File: src/rtl/mem_port_arbiter.sv
// mem_port_arbiter: shares one single-port synchronous memory between the
// instruction-fetch path and the load/store path.
//
// Handshake (both requesters): req is a level held high with its address
// and data stable until the matching one-cycle ack pulse. The requester drops
// or re-presents req in the cycle after ack. A req still high in the next
// IDLE cycle starts a new transaction.
//
// Flow: IDLE (arbitrate) -> ACCESS (WAIT_STATES+1 cycles) -> RESP (ack).
// Data wins ties unless fetch has lost STARVE_LIMIT arbitrations in a row.
//
// Optional build macro MEM_ARB_PERF_EN adds wait/transfer counters.
module mem_port_arbiter #(
  parameter int AW           = 32,
  parameter int DW           = 32,
  parameter int WAIT_STATES  = 1,
  parameter int STARVE_LIMIT = 4
) (
  input  logic          clk,
  input  logic          rst,
  input  logic          if_req,
  input  logic [AW-1:0] if_addr,
  output logic [DW-1:0] if_rdata,
  output logic          if_ack,
  input  logic          d_req,
  input  logic          d_we,
  input  logic [AW-1:0] d_addr,
  input  logic [DW-1:0] d_wdata,
  output logic [DW-1:0] d_rdata,
  output logic          d_ack,
  output logic          mem_en,
  output logic          mem_we,
  output logic [AW-1:0] mem_addr,
  output logic [DW-1:0] mem_wdata,
  input  logic [DW-1:0] mem_rdata,
  output logic [1:0]    grant,
  output logic [1:0]    state_dbg
`ifdef MEM_ARB_PERF_EN
  ,
  output logic [31:0]   perf_if_wait,
  output logic [31:0]   perf_d_wait,
  output logic [31:0]   perf_xfers
`endif
);

  typedef enum logic [1:0] {
    S_IDLE   = 2'd0,
    S_ACCESS = 2'd1,
    S_RESP   = 2'd2
  } state_t;

  localparam logic [2:0] WAIT_MAX   = 3'(WAIT_STATES);
  localparam logic [3:0] STARVE_MAX = 4'(STARVE_LIMIT);

  state_t     state;
  logic [2:0] wait_cnt;
  logic [3:0] starve_cnt;
  logic       fetch_wins;
  logic       data_wins;

  assign state_dbg = state;

  // Arbitration on the live request levels; only meaningful in IDLE.
  always_comb begin
    fetch_wins = 1'b0;
    data_wins  = 1'b0;
    if (state == S_IDLE) begin
      if (if_req && d_req) begin
        if (starve_cnt == STARVE_MAX) fetch_wins = 1'b1;
        else                          data_wins  = 1'b1;
      end else if (if_req) begin
        fetch_wins = 1'b1;
      end else if (d_req) begin
        data_wins = 1'b1;
      end
    end
  end

  // Main FSM: owns all registered outputs and the wait/starvation counters.
  always_ff @(posedge clk) begin
    if (rst) begin
      state      <= S_IDLE;
      grant      <= 2'b00;
      mem_en     <= 1'b0;
      mem_we     <= 1'b0;
      mem_addr   <= '0;
      mem_wdata  <= '0;
      if_rdata   <= '0;
      d_rdata    <= '0;
      if_ack     <= 1'b0;
      d_ack      <= 1'b0;
      wait_cnt   <= 3'd0;
      starve_cnt <= 4'd0;
    end else begin
      if_ack <= 1'b0;
      d_ack  <= 1'b0;
      case (state)
        S_IDLE: begin
          wait_cnt <= 3'd0;
          if (fetch_wins) begin
            grant      <= 2'b01;
            mem_en     <= 1'b1;
            mem_we     <= 1'b0;
            mem_addr   <= if_addr;
            mem_wdata  <= '0;
            starve_cnt <= 4'd0;
            state      <= S_ACCESS;
          end else if (data_wins) begin
            grant     <= 2'b10;
            mem_en    <= 1'b1;
            mem_we    <= d_we;
            mem_addr  <= d_addr;
            mem_wdata <= d_wdata;
            state     <= S_ACCESS;
            // Only a contested loss counts against fetch.
            if (if_req && (starve_cnt != STARVE_MAX))
              starve_cnt <= starve_cnt + 4'd1;
          end
        end
        S_ACCESS: begin
          if (wait_cnt == WAIT_MAX) begin
            mem_en <= 1'b0;
            mem_we <= 1'b0;
            state  <= S_RESP;
            if (grant[0]) begin
              if_rdata <= mem_rdata;
              if_ack   <= 1'b1;
            end else begin
              // Stores leave the load result register untouched.
              if (!mem_we) d_rdata <= mem_rdata;
              d_ack <= 1'b1;
            end
          end else begin
            wait_cnt <= wait_cnt + 3'd1;
          end
        end
        S_RESP: begin
          grant <= 2'b00;
          state <= S_IDLE;
        end
        default: state <= S_IDLE;
      endcase
    end
  end

`ifdef MEM_ARB_PERF_EN
  // Wait counters: the IDLE cycle in which a requester wins is service, not waiting.
  always_ff @(posedge clk) begin
    if (rst) begin
      perf_if_wait <= 32'd0;
      perf_d_wait  <= 32'd0;
      perf_xfers   <= 32'd0;
    end else begin
      if (if_req && (grant != 2'b01) && !fetch_wins)
        perf_if_wait <= perf_if_wait + 32'd1;
      if (d_req && (grant != 2'b10) && !data_wins)
        perf_d_wait <= perf_d_wait + 32'd1;
      if (if_ack || d_ack)
        perf_xfers <= perf_xfers + 32'd1;
    end
  end
`endif

endmodule

File: config.mk
export PLATFORM = sky130hd
export DESIGN_NAME = mem_port_arbiter
export DESIGN_NICKNAME = d
export VERILOG_FILES = /design/src/rtl/mem_port_arbiter.sv
export SDC_FILE = /design/constraint.sdc
export NUM_CORES = 1
export LEC_CHECK = 0
export BUFFER_PORTS_ARGS = -buffer_cell sky130_fd_sc_hd__buf_2
export CORE_ASPECT_RATIO = 0.8
export CORE_MARGIN = 2
export CORE_UTILIZATION = 43
export DETAILED_ROUTE_END_ITERATION = 6
export PLACE_DENSITY = 0.83
export SETUP_SLACK_MARGIN = 0.05
export SYNTH_ARGS = -nofsm -noshare
export SYNTH_HDL_FRONTEND = slang
export SYNTH_SLANG_ARGS = --single-unit
export TNS_END_PERCENT = 5
File: constraint.sdc
create_clock -name clk -period 1.6 [get_ports clk]
set_input_delay 0.08 -clock clk [delete_from_list [all_inputs] [get_ports clk]]
set_output_delay 0.08 -clock clk [all_outputs]
set_load 0.01 [all_outputs]
# ---- After elaboration in Yosys (flattened, before gate mapping)
# Index checks and enable logic that the tools add are counted.
dict set report op_classes {
  reduce_logical 16
  addsub 2
  n_bitwise 4
  mux 34
  n_eq_ne 8
}
# cell count
set op_table {}
lappend op_table {{$mux 32} 4}
lappend op_table {{$mux 1} 16}
lappend op_table {{$mux 4} 3}
lappend op_table {{$mux 2} 5}
lappend op_table {{$reduce_and 3->1} 3}
lappend op_table {{$pmux 2 s2} 2}
lappend op_table {{$reduce_and 2->1} 4}
lappend op_table {{$reduce_bool 2->1} 4}
lappend op_table {{$pmux 3 s2} 1}
lappend op_table {{$add 4x1->4 const B} 1}
lappend op_table {{$eq 4x3->1 const B} 1}
lappend op_table {{$ne 2x2->1 const B} 2}
lappend op_table {{$ne 4x3->1 const B} 1}
lappend op_table {{$not 1->1} 4}
lappend op_table {{$pmux 1 s2} 2}
lappend op_table {{$reduce_and 4->1} 1}
lappend op_table {{$add 3x1->3 const B} 1}
lappend op_table {{$eq 3x1->1 const B} 1}
lappend op_table {{$mux 3} 1}
lappend op_table {{$ne 3x3->1 const B} 1}
lappend op_table {{$reduce_or 3->1} 1}
lappend op_table {{$eq 2x1->1 const B} 1}
lappend op_table {{$eq 2x2->1 const B} 1}
lappend op_table {{$logic_and 1x1->1} 2}
lappend op_table {{$logic_not 2->1} 1}
dict set report word_totals {
  regBits 143
  wordCells 76
  output_inout_bits 136
  inputBits 133
}

# ---- Longest topological paths before layout
# Gate-level depths: netlist of run 1.
dict set report depth {
  depth_word 7
  ltp_mapped 7
  ltp_nobuf 5
}

# ---- Worst setup path before layout of run 1
# No wires, ideal clock.
dict set report synth_timing {
  path_type {register -> register}
  startpoint {register starve_cnt[0]}
  endpoint {register mem_addr[10]}
  t_arrival_ps 1454
  t_required_ps 1467
  path_buffers 1
  period_less_slack_ps 1587
  setup_slack_ps 13
  stages_incl_launch_ff 7
  setup_time_ps 133
  cell_sequence {dfxtp_1 > inv_1 > ha_1 > and3b_1 > buf_2 > a2111oi_0 > nor4_1}
}
dict set report synth_via {
  elab_chain_cells 6
  word_cells_on_any_way 10
  classes_between {eq/ne (1); mux (7); reduce/logical (2)}
}
# item line_no
set synth_rtl {}
lappend synth_rtl {{from (decl)} 57} ;# logic [3:0] starve_cnt;
lappend synth_rtl {{from (signal assigned)} 117} ;# starve_cnt <= starve_cnt + 4'd1;
lappend synth_rtl {{$eq 4x3->1 *} 69} ;# if (starve_cnt == STARVE_MAX) fetch_wins = 1'b1;
lappend synth_rtl {{$mux 1} 69}
lappend synth_rtl {{$mux 1} 68} ;# if (if_req && d_req) begin
lappend synth_rtl {{$mux 1} 67} ;# if (state == S_IDLE) begin
lappend synth_rtl {{$reduce_bool 2->1 (no line)} n/a}
lappend synth_rtl {{$reduce_and 2->1 (no line)} n/a}
lappend synth_rtl {{to (signal assigned)} 104} ;# mem_addr <= if_addr;
lappend synth_rtl {{to (signal assigned)} 112} ;# mem_addr <= d_addr;
lappend synth_rtl {{to (decl)} 33} ;# output logic [AW-1:0] mem_addr,
# Mark *: on every way between the ends. The rest lies on a longest branch, timed or not.
# A chain may end at the register's enable or synchronous reset.

# ---- Final worst setup path of run 1
dict set report layout_timing {
  startpoint {register starve_cnt[0]}
  endpoint {register mem_addr[1]}
}
# Same word-level chain as after synthesis.

==> impl_metrics.toml, run 1 <==
[synthesis]
syn_nets = 861
yosys_warnings = 0
ys_seq_area_share_pct = 46.1
syn_area_per_cell_sq_um = 8.58
syn_inst = 724
syn_area_sq_um = 6210
ys_types = 37
ys_ff_latch = 143

[clock_tree]
cts_tree = "done"
clk_pin_slew_ns = 0.06
cts_max_level = 4
post_cts_buffers = 0
worstSkewPairLatency_ns = 0.41
cts_buffers = 17
cts.sinks = 143
cts_root_buf = "clkbuf_16"
ctsLongestPathBuffers = 2

[routing]
dr.pass1.iters = 5
viasPerCell = 5.99
routed_wl_microns = 23900
antenna_left = 0
via_count = 7324
drc = 0
routedWlPerCell_microns = 19.6
drt-initial-drc-count = 673

[status]
violations = "setup timing"
status = "finished with violations"

[die]
die_x_microns = 138
start_util_pct = 43.7
dieArea_sq_um = 15400
die_y_microns = 111
ioPinCount = 269
fp-row-count = 39
core_sq_um = 14200

[grt]
grt_pass1_vias = 7189
overflow = 0
antenna_found_initial = 0
grt_pass1_wl_microns = 37000
grt_usage_pct = 29.3
grt_max_degree = 69

[power]
p_total_mw = 9.34
p_leak_nw = 3.84
power_density_nw_per_um2 = 952
worst_ir_drop_vdd_mv = 0.786

[finish]
fin_area_sq_um = 9810
diodes = 0
layout.nets = 1163
fillerInstances = 1030
multiInputGateArea_sq_um = 3530
final_cell_mix = "buf_2 (267), dfxtp_1 (141), a21oi_1 (137)"
drive_gt1_share_pct = 39.9
area_delta_synth_final_pct = 57.9
regArea_sq_um = 2870
layout_commonest_cell = "buf_2"

[sta]
hold_slack_ns = 0.0187
grt_setup_unrepaired = "yes"
fmax_mhz = 593
slew_violations = 0
max-slew-margin-rel_pct = 37.6
finalCritPeriodShare_pct = 105
setup_viol = 4
skew_ns = 0.00858
hold_violations = 0
period_needed_ns = 1.69
worst_slack_ns = -0.0853
worst_pin_slew_ns = 0.935

[critical_path]
arrival_ns = 1.94
rrSetupSlack_ns = -0.09
timing.rr.start = "starve_cnt[0]"
crit_path_end = "mem_addr[1]"
cp_data_required_time_ns = 1.86
critPathCaptureType = "flip-flop"
r2r_cells = 6
crit_type = "reg -> reg"
cp-start-kind = "flip-flop"
setup.worst_path.start = "starve_cnt[0]"
crit_path_max_fanout = 27
r2r_end = "mem_addr[1]"

[place]
placedInstanceArea_sq_um = 7860
gp_congestion = 0.821
post-dp-hpwl_microns = 13100
port_buffers = 268

[flow_run]
maxCapViolCount = 0

[hold_path]
hp-class = "in -> reg"
[how the worst min path moves through the flow]
stage | from | end | slack (ns) | cells after the start
after global routing | d_addr[18] | mem_addr[18] | 0.01 | 3
after CTS | d_addr[22] | mem_addr[22] | 0.009 | 3
final | d_addr[15] | mem_addr[15] | 0.02 | 3
after detailed placement | d_wdata[7] | mem_wdata[7] | 0.34 | 3
after global placement | d_wdata[19] | mem_wdata[19] | 0.34 | 3
after floorplan | mem_rdata[0] | d_rdata[0] | 0.23 | 2
[timing repair]
item                                   4_1_cts  5_1_grt
endpoints found under the hold margin       98        0
pin swaps                                    8       29
resized for setup                          122       19
cloned                                       5        0
hold buffers                                66        0
setup endpoints to repair                   34       96
[cell type report]
cell class | instances | area share (%)
multi-input combinational | 480 | 36.0
sequential | 143 | 29.2
timing repair buffer | 375 | 26.6
clock buffer | 22 | 4.94
tap | 184 | 2.35
clock inverter | 9 | 0.612
inverter | 9 | 0.344
[cell families (layout without fill, tap and decap cells)]
group | after synthesis | after routing | share of synthesized area (%)
adders and majority gates | 4 | 4 | 0.806
DFF | 143 | 143 | 46.1
AOI/OAI and AO/OA | 308 | 308 | 31.0
and+or+nand+nor | 168 | 168 | 15.2
buffers and inverters | 101 | 415 | 6.83
[per-stage QoR]
stage	worst slack (ns)	instances	setup TNS, ns	util, %
CTS	0.0237	1222	0	67.9
global route	-0.149	1222	-1.06	69.1
detailed placement	-0.140	1120	-2.07	55.3
finish	-0.0853	1222	-0.188	69.1
global placement	-0.000494	1120	-0.000494	55.3
floorplan	0.0129	724	0	-
[sequential cells by signal, indices dropped and copies added, names as in the netlist]
| register | cells |
|---|---|
| d_rdata | 32 |
| if_rdata | 32 |
| mem_addr | 32 |
| mem_wdata | 32 |
| starve_cnt | 4 |
| wait_cnt | 3 |
| grant | 2 |
| state_dbg | 2 |
| d_ack | 1 |
| if_ack | 1 |
| mem_en | 1 |
| mem_we | 1 |
[critical path: stages (launching register included)]
cell and delay, ns:
dfxtp_2 0.32, inv_2 0.07, ha_4 0.15, nand3b_2 0.12, buf_12 0.21, a2111oi_1 0.54, nor4_1 0.11
[report_power, final]
group,leakage [nW],switching [mW],internal [mW]
registers,1.17,0.102,3.74
logic,2.40,1.05,0.777
clock network,0.264,1.53,2.13
total,3.84,2.68,6.66
[Yosys cell counts]
| library cell | number | area [sq um] |
|---|---|---|
| o32ai_1 | 2 | 17.5 |
| a31oi_1 | 2 | 12.5 |
| nand4b_1 | 2 | 17.5 |
| nand2_1 | 6 | 22.5 |
| a2111oi_4 | 7 | 193 |
| a22o_1 | 1 | 8.76 |
| a2111oi_0 | 57 | 499 |
| and3b_1 | 2 | 17.5 |
| and4bb_2 | 1 | 12.5 |
| a21oi_1 | 137 | 686 |
| nor4b_2 | 1 | 15.0 |
| clkbuf_1 | 63 | 236 |
| buf_6 | 2 | 22.5 |
| inv_1 | 8 | 30.0 |
| nand3b_2 | 1 | 11.3 |
| clkbuf_2 | 1 | 5.00 |
| nand2b_1 | 1 | 6.26 |
| nor3b_1 | 2 | 15.0 |
| inv_2 | 1 | 3.75 |
| buf_1 | 3 | 11.3 |
| buf_2 | 23 | 115 |
| nor2_1 | 5 | 18.8 |
| nor3b_2 | 1 | 12.5 |
| ha_1 | 4 | 50.1 |
| or2_2 | 2 | 12.5 |
| o21ai_0 | 102 | 510 |
| nand4bb_1 | 1 | 11.3 |
| nand4_1 | 2 | 12.5 |
| nor2b_1 | 2 | 12.5 |
| nand3_1 | 98 | 490 |
| nand3b_1 | 2 | 15.0 |
| dfxtp_1 | 143 | 2860 |
| nor4_1 | 32 | 200 |
| or3b_2 | 1 | 8.76 |
| nor3_1 | 3 | 15.0 |
| or3_1 | 2 | 12.5 |
| or2_1 | 1 | 6.26 |
[metal layers]
layer	up-vias	track usage [%]	wire, microns
met5	-	0	0
met1	3454	37.0	9650
li1	3356	-	-
met3	72	7.31	2070
met2	442	47.3	11400
met4	0	13.9	816
(Power assumes the default switching activity.)
==> run 2, diff against run 1 <==
Settings changed: CELL_PAD_IN_SITES_DETAIL_PLACEMENT set to 1, CELL_PAD_IN_SITES_GLOBAL_PLACEMENT set to 2, CORE_UTILIZATION 43 to 24, PLACE_DENSITY 0.83 to 0.84.
==> run 2 against run 1 <==
- the run still ends with setup timing left
- critical path depth unchanged
- combinational power rose by 11%
- total power increased by 9.2%
- clock power up 18%
- sequential cell count unchanged
- final cell count increased by 12%
- critical path type unchanged
- wire length rose by 15%
- worst setup slack gained 0.023 ns
- hold slack got worse by 0.010 ns
- global-route usage down 10 points
- via count is 1.7% lower
- first-iteration DRC count decreased by 59%
==> impl_metrics.toml, run 2 (synthesis results as in run 1) <==
[clock_tree]
cts.sinks = 143
worstSkewPairLatency_ns = 0.42
clk_pin_slew_ns = 0.07
cts_buffers = 17
cts_root_buf = "clkbuf_16"
ctsLongestPathBuffers = 2
cts_tree = "done"
cts_max_level = 4

[place]
place_inst = 1265
port_buffers = 268
dp_slack_ns = -0.154
post-dp-hpwl_microns = 16300
placedInstanceArea_sq_um = 8070
gp_congestion = 0.788

[die]
die_x_microns = 184
core_sq_um = 25400
dieArea_sq_um = 27200
fp-row-count = 52
die_y_microns = 148
ioPinCount = 269
start_util_pct = 24.5

[power]
worst_ir_drop_vdd_mv = 0.669
p_leak_nw = 3.96
p_total_mw = 10.2
power_density_nw_per_um2 = 970

[hold_path]
hold_depth = 3
hp-class = "in -> reg"
min_from = "d_addr[13]"
hold_path_end = "mem_addr[13]"

[status]
status = "finished with violations"
violations = "setup timing"

[critical_path]
path_cells = "inv_2 -> ha_4 -> nand3b_4 -> buf_12 -> a2111oi_0 -> nor4_1"
arrival_ns = 1.95
r2r_cells = 6
critPathCaptureType = "flip-flop"
slowest_stage = "a2111oi_0"
crit_type = "reg -> reg"
crit_path_max_fanout = 19
timing.rr.start = "starve_cnt[0]"
slowest_delay_ns = 0.51
cp_data_required_time_ns = 1.89
cp-start-kind = "flip-flop"
r2r_end = "mem_addr[7]"
rrSetupSlack_ns = -0.06

[sta]
fmax_mhz = 602
hold_violations = 0
tns_ns = -0.0625
setup_viol = 1
slew_violations = 0
period_needed_ns = 1.66
finalCritPeriodShare_pct = 104
worst_pin_slew_ns = 1.23
skew_ns = 0.00902
worst_slack_ns = -0.0625
max-slew-margin-rel_pct = 17.8
hold_slack_ns = 0.00840
grt_setup_unrepaired = "yes"

[flow_run]
maxCapViolCount = 0

[routing]
viasPerCell = 5.25
drc = 0
dr.pass1.iters = 4
drt-initial-drc-count = 278
antenna_left = 0
routed_wl_microns = 27600
via_count = 7198
routedWlPerCell_microns = 20.1

[finish]
final_cells = 1370
diodes = 0
area_delta_synth_final_pct = 69.3
layout_commonest_cell = "buf_2"
fillerInstances = 2889
postLayoutCoreUtil_pct = 41.4
drive_gt1_share_pct = 42.3
final_cell_mix = "buf_2 (267), dfxtp_1 (140), a21oi_1 (136)"
layout.nets = 1170
fin_area_sq_um = 10500

[grt]
grt_pass1_wl_microns = 40800
antenna_found_initial = 0
grt_pass1_vias = 7319
overflow = 0
grt_usage_pct = 18.8
grt_max_degree = 69
[run 2: changes by cell type in the layout (fill, tap and decap cells not counted), sizes merged]
cell | previous run | this run
buf | 309 | 315
bufinv | 0 | 4
clkinv | 5 | 4
clkinvlp | 3 | 2
dlygate4sd3 | 66 | 65
inv | 10 | 11
[run 2: cell type report]
| type | instances | area (sq um) | area share, % |
|---|---|---|---|
| Clock buffer | 20 | 447 | 4.25 |
| Timing Repair Buffer | 382 | 2660 | 25.3 |
| Tap cell | 324 | 405 | 3.86 |
| Multi-Input combinational cell | 480 | 3910 | 37.2 |
| Sequential cell | 143 | 2870 | 27.3 |
| Clock inverter | 12 | 184 | 1.75 |
| Inverter | 9 | 33.8 | 0.321 |
[run 2: worst max-delay path by stage]
| stage | from | to | slack (ns) | depth (start not counted) |
|---|---|---|---|---|
| 6_report | starve_cnt[0] | mem_addr[7] | -0.06 | 6 |
| 5_1_grt | starve_cnt[0] | mem_addr[7] | -0.18 | 6 |
| 4_1_cts | starve_cnt[0] | mem_addr[13] | 0.02 | 6 |
| 3_5_place_dp | starve_cnt[0] | mem_addr[31] | -0.15 | 6 |
| 3_3_place_gp | starve_cnt[0] | mem_addr[5] | -0.02 | 6 |
| 2_1_floorplan | starve_cnt[0] | mem_addr[10] | 0.01 | 6 |
[run 2: what timing repair did]
action	in CTS	in global routing
buffers inserted	1	0
resized for setup	94	101
endpoints found under the setup margin	34	106
gates cloned	3	4
hold endpoints to repair	96	1
hold buffers	64	1
pin swaps	6	52
[run 2: where the power goes]
group / switching, mW / internal (mW) / total [mW] / leakage (nW)
sequential: 0.102 / 3.74 / 3.85 / 1.17
clock: 1.66 / 2.67 / 4.33 / 0.301
combinational: 1.17 / 0.846 / 2.02 / 2.49
total: 2.94 / 7.26 / 10.2 / 3.96
[run 2: critical path, delay by kind of cell, from the launching register on]
| kind | cells | cell delay [ns] |
|---|---|---|
| AOI/OAI and AO/OA | 1 | 0.51 |
| DFF | 1 | 0.32 |
| buffers and inverters | 2 | 0.28 |
| and+or+nand+nor | 2 | 0.25 |
| adders and majority gates | 1 | 0.16 |
[run 2: layer usage]
metal  track usage [%]  up-vias  wire (microns)
met2              30.4      234           13100
met5                 0        -               0
li1                  -     3370               -
met1              24.0     3544           12000
met3              5.59       50            1840
met4              6.44        0             682
==> run 3, diff against run 2 <==
Settings changed: ABC_AREA set to 1, CORE_UTILIZATION 24 to 22, PLACE_DENSITY 0.84 to 0.82.
==> run 3 against run 2 <==
- largest cell class is now non-clock buffers
- first-iteration DRC count shrank 19%
- the run now ends clean
- largest power group is now sequential cells
- sequential cell count is the same
- critical path type unchanged
- area after synthesis shrank 5.5%
==> impl_metrics.toml, run 3 <==
[synthesis]
ys_ff_latch = 143
syn_area_sq_um = 5870
ys_types = 28
ys_seq_area_share_pct = 48.8
syn_area_per_cell_sq_um = 7.45
synthTopCellsByCount = "dfxtp_1 (143), nand2_1 (141), nor2_1 (139)"
async_flop_share_pct = 0
synth.most_common_cell = "dfxtp_1"
synth_top_area_share_pct = 48.8
synth_edf_count = 0
ys_top_cells_by_area = "dfxtp_1 (49%), nand3_1 (10%), nand2_1 (9.0%)"
syn_inst = 788
yosys_warnings = 0
synth_flop_cell = "dfxtp_1"
syn_nets = 925
yosysTopAreaCell = "dfxtp_1"

[place]
post-dp-hpwl_microns = 15000
port_buffers = 268
placedInstanceArea_sq_um = 7650
gp_congestion = 0.763

[clock_tree]
cts_root_buf = "clkbuf_16"
worstSkewPairLatency_ns = 0.43
cts_buffers = 17
cts_tree = "done"
cts_max_level = 4
clk_pin_slew_ns = 0.06
ctsLongestPathBuffers = 2
cts.sinks = 143

[sta]
finalCritPeriodShare_pct = 92.0
max-slew-margin-rel_pct = 69.3
skew_ns = 0.0102
fmax_mhz = 679
slew_violations = 0
hold_violations = 0
period_needed_ns = 1.47
worst_pin_slew_ns = 0.461
grt_setup_unrepaired = "yes"
tns_ns = 0
setup_viol = 0

[power]
worst_ir_drop_vdd_mv = 0.667
p_clk_share_pct = 39.8
power_switching_mw = 2.94
comb_power_share_pct = 20.2
seq_power_share_pct = 40.0
p_leak_nw = 4.57
p_total_mw = 9.83
p_int_mw = 6.89
power_density_nw_per_um2 = 1020
swShare_pct = 29.9

[critical_path]
crit_type = "reg -> reg"
crit_path_max_fanout = 32
critPathCaptureType = "flip-flop"
cp-start-kind = "flip-flop"
arrival_ns = 1.82
r2r_cells = 7
cp_data_required_time_ns = 1.95

[routing]
antenna_left = 0
routed_wl_microns = 24100
dr.pass1.iters = 6
drc = 0
drt-initial-drc-count = 226
via_count = 6721
viasPerCell = 4.36
routedWlPerCell_microns = 15.7

[die]
fp-row-count = 53
dieArea_sq_um = 28000
start_util_pct = 22.4
die_y_microns = 150
ioPinCount = 269
die_x_microns = 187
core_sq_um = 26300

[hold_path]
hold_depth = 3
hp-class = "in -> reg"

[grt]
grt_pass1_wl_microns = 37600
overflow = 0
grt_pass1_vias = 7046
antenna_found_initial = 2
grt_max_degree = 77
grt_usage_pct = 16.9

[finish]
drive_gt1_share_pct = 30.7
fillerInstances = 3295
layout_commonest_cell = "buf_2"
fin_area_sq_um = 9600
postLayoutCoreUtil_pct = 36.6
area_delta_synth_final_pct = 63.6
final_cell_mix = "buf_2 (267), dfxtp_1 (143), nand2_1 (140)"
layout.nets = 1306

[flow_run]
maxCapViolCount = 0

[status]
status = "completed"
## run 3: path summary, 6_finish.rpt
kind	end	start	slack (ns)
max	d_rdata[21]	wait_cnt[0]	0.13
min reg2reg	d_rdata[13]	d_rdata[13]	0.46
max reg2reg	d_rdata[21]	wait_cnt[0]	0.13
min	wait_cnt[1]	rst	0.005
## run 3: per-stage QoR
step / std cells / worst slack [ns] / hold WS [ns]
after floorplan: 788 / 0.221 / 0.223
final: 1540 / 0.127 / 0.00521
after global placement: 1378 / 0.109 / 0.331
after global routing: 1540 / -0.000421 / 0.0102
after detailed placement: 1378 / -0.0103 / 0.341
after CTS: 1536 / 0.0448 / 0.00291
## run 3: critical path, stage by stage, from the launching register on
cell and delay [ns]:
dfxtp_1 0.37, ha_1 0.16, nand2_1 0.11, nor2_4 0.14
buf_4 0.14, buf_12 0.18, nand3_1 0.11, a21oi_1 0.18
## run 3: cells by family after synthesis
logic type	Yosys count	share of synthesized area [%]
buf+inv	104	8.29
simple gates	423	31.4
xor+xnor	2	0.298
compound gates	112	10.4
flops	143	48.8
fa+ha+maj	4	0.853
## run 3: power by group through the flow
stage / sequential, mW / combinational (mW) / clock [mW]
after global placement: 4.00 / 1.67 / 0
after detailed placement: 4.01 / 1.69 / 0
after global routing: 3.96 / 2.20 / 4.18
after floorplan: 4.10 / 0.841 / 0
final: 3.93 / 1.99 / 3.91
after CTS: 3.93 / 1.94 / 4.04
## run 3: timing repair
action / CTS / global route
cloned: 0 / 2
gates resized for setup: 2 / 16
pin swaps: 0 / 3
hold buffers: 126 / 0
hold endpoints to repair: 129 / 0
setup buffers: 0 / 1
endpoints found under the setup margin: 28 / 102
## run 3: final cells by class
| cell class | count | area, sq um | share of cell area (%) |
|---|---|---|---|
| antenna | 1 | 2.50 | 0.0261 |
| inverter | 47 | 179 | 1.86 |
| tap | 357 | 447 | 4.65 |
| clock buffer | 18 | 439 | 4.57 |
| timing repair buffer | 419 | 2980 | 31.0 |
| clock inverter | 14 | 133 | 1.38 |
| multi-input combinational | 541 | 2560 | 26.6 |
| sequential | 143 | 2860 | 29.8 |
## run 3: routing by layer
layer / GRT usage, % / wire (microns)
met2: 28.7 / 11600
met4: 5.67 / 352
met3: 6.11 / 1680
met1: 20.0 / 10500
met5: 0 / 13
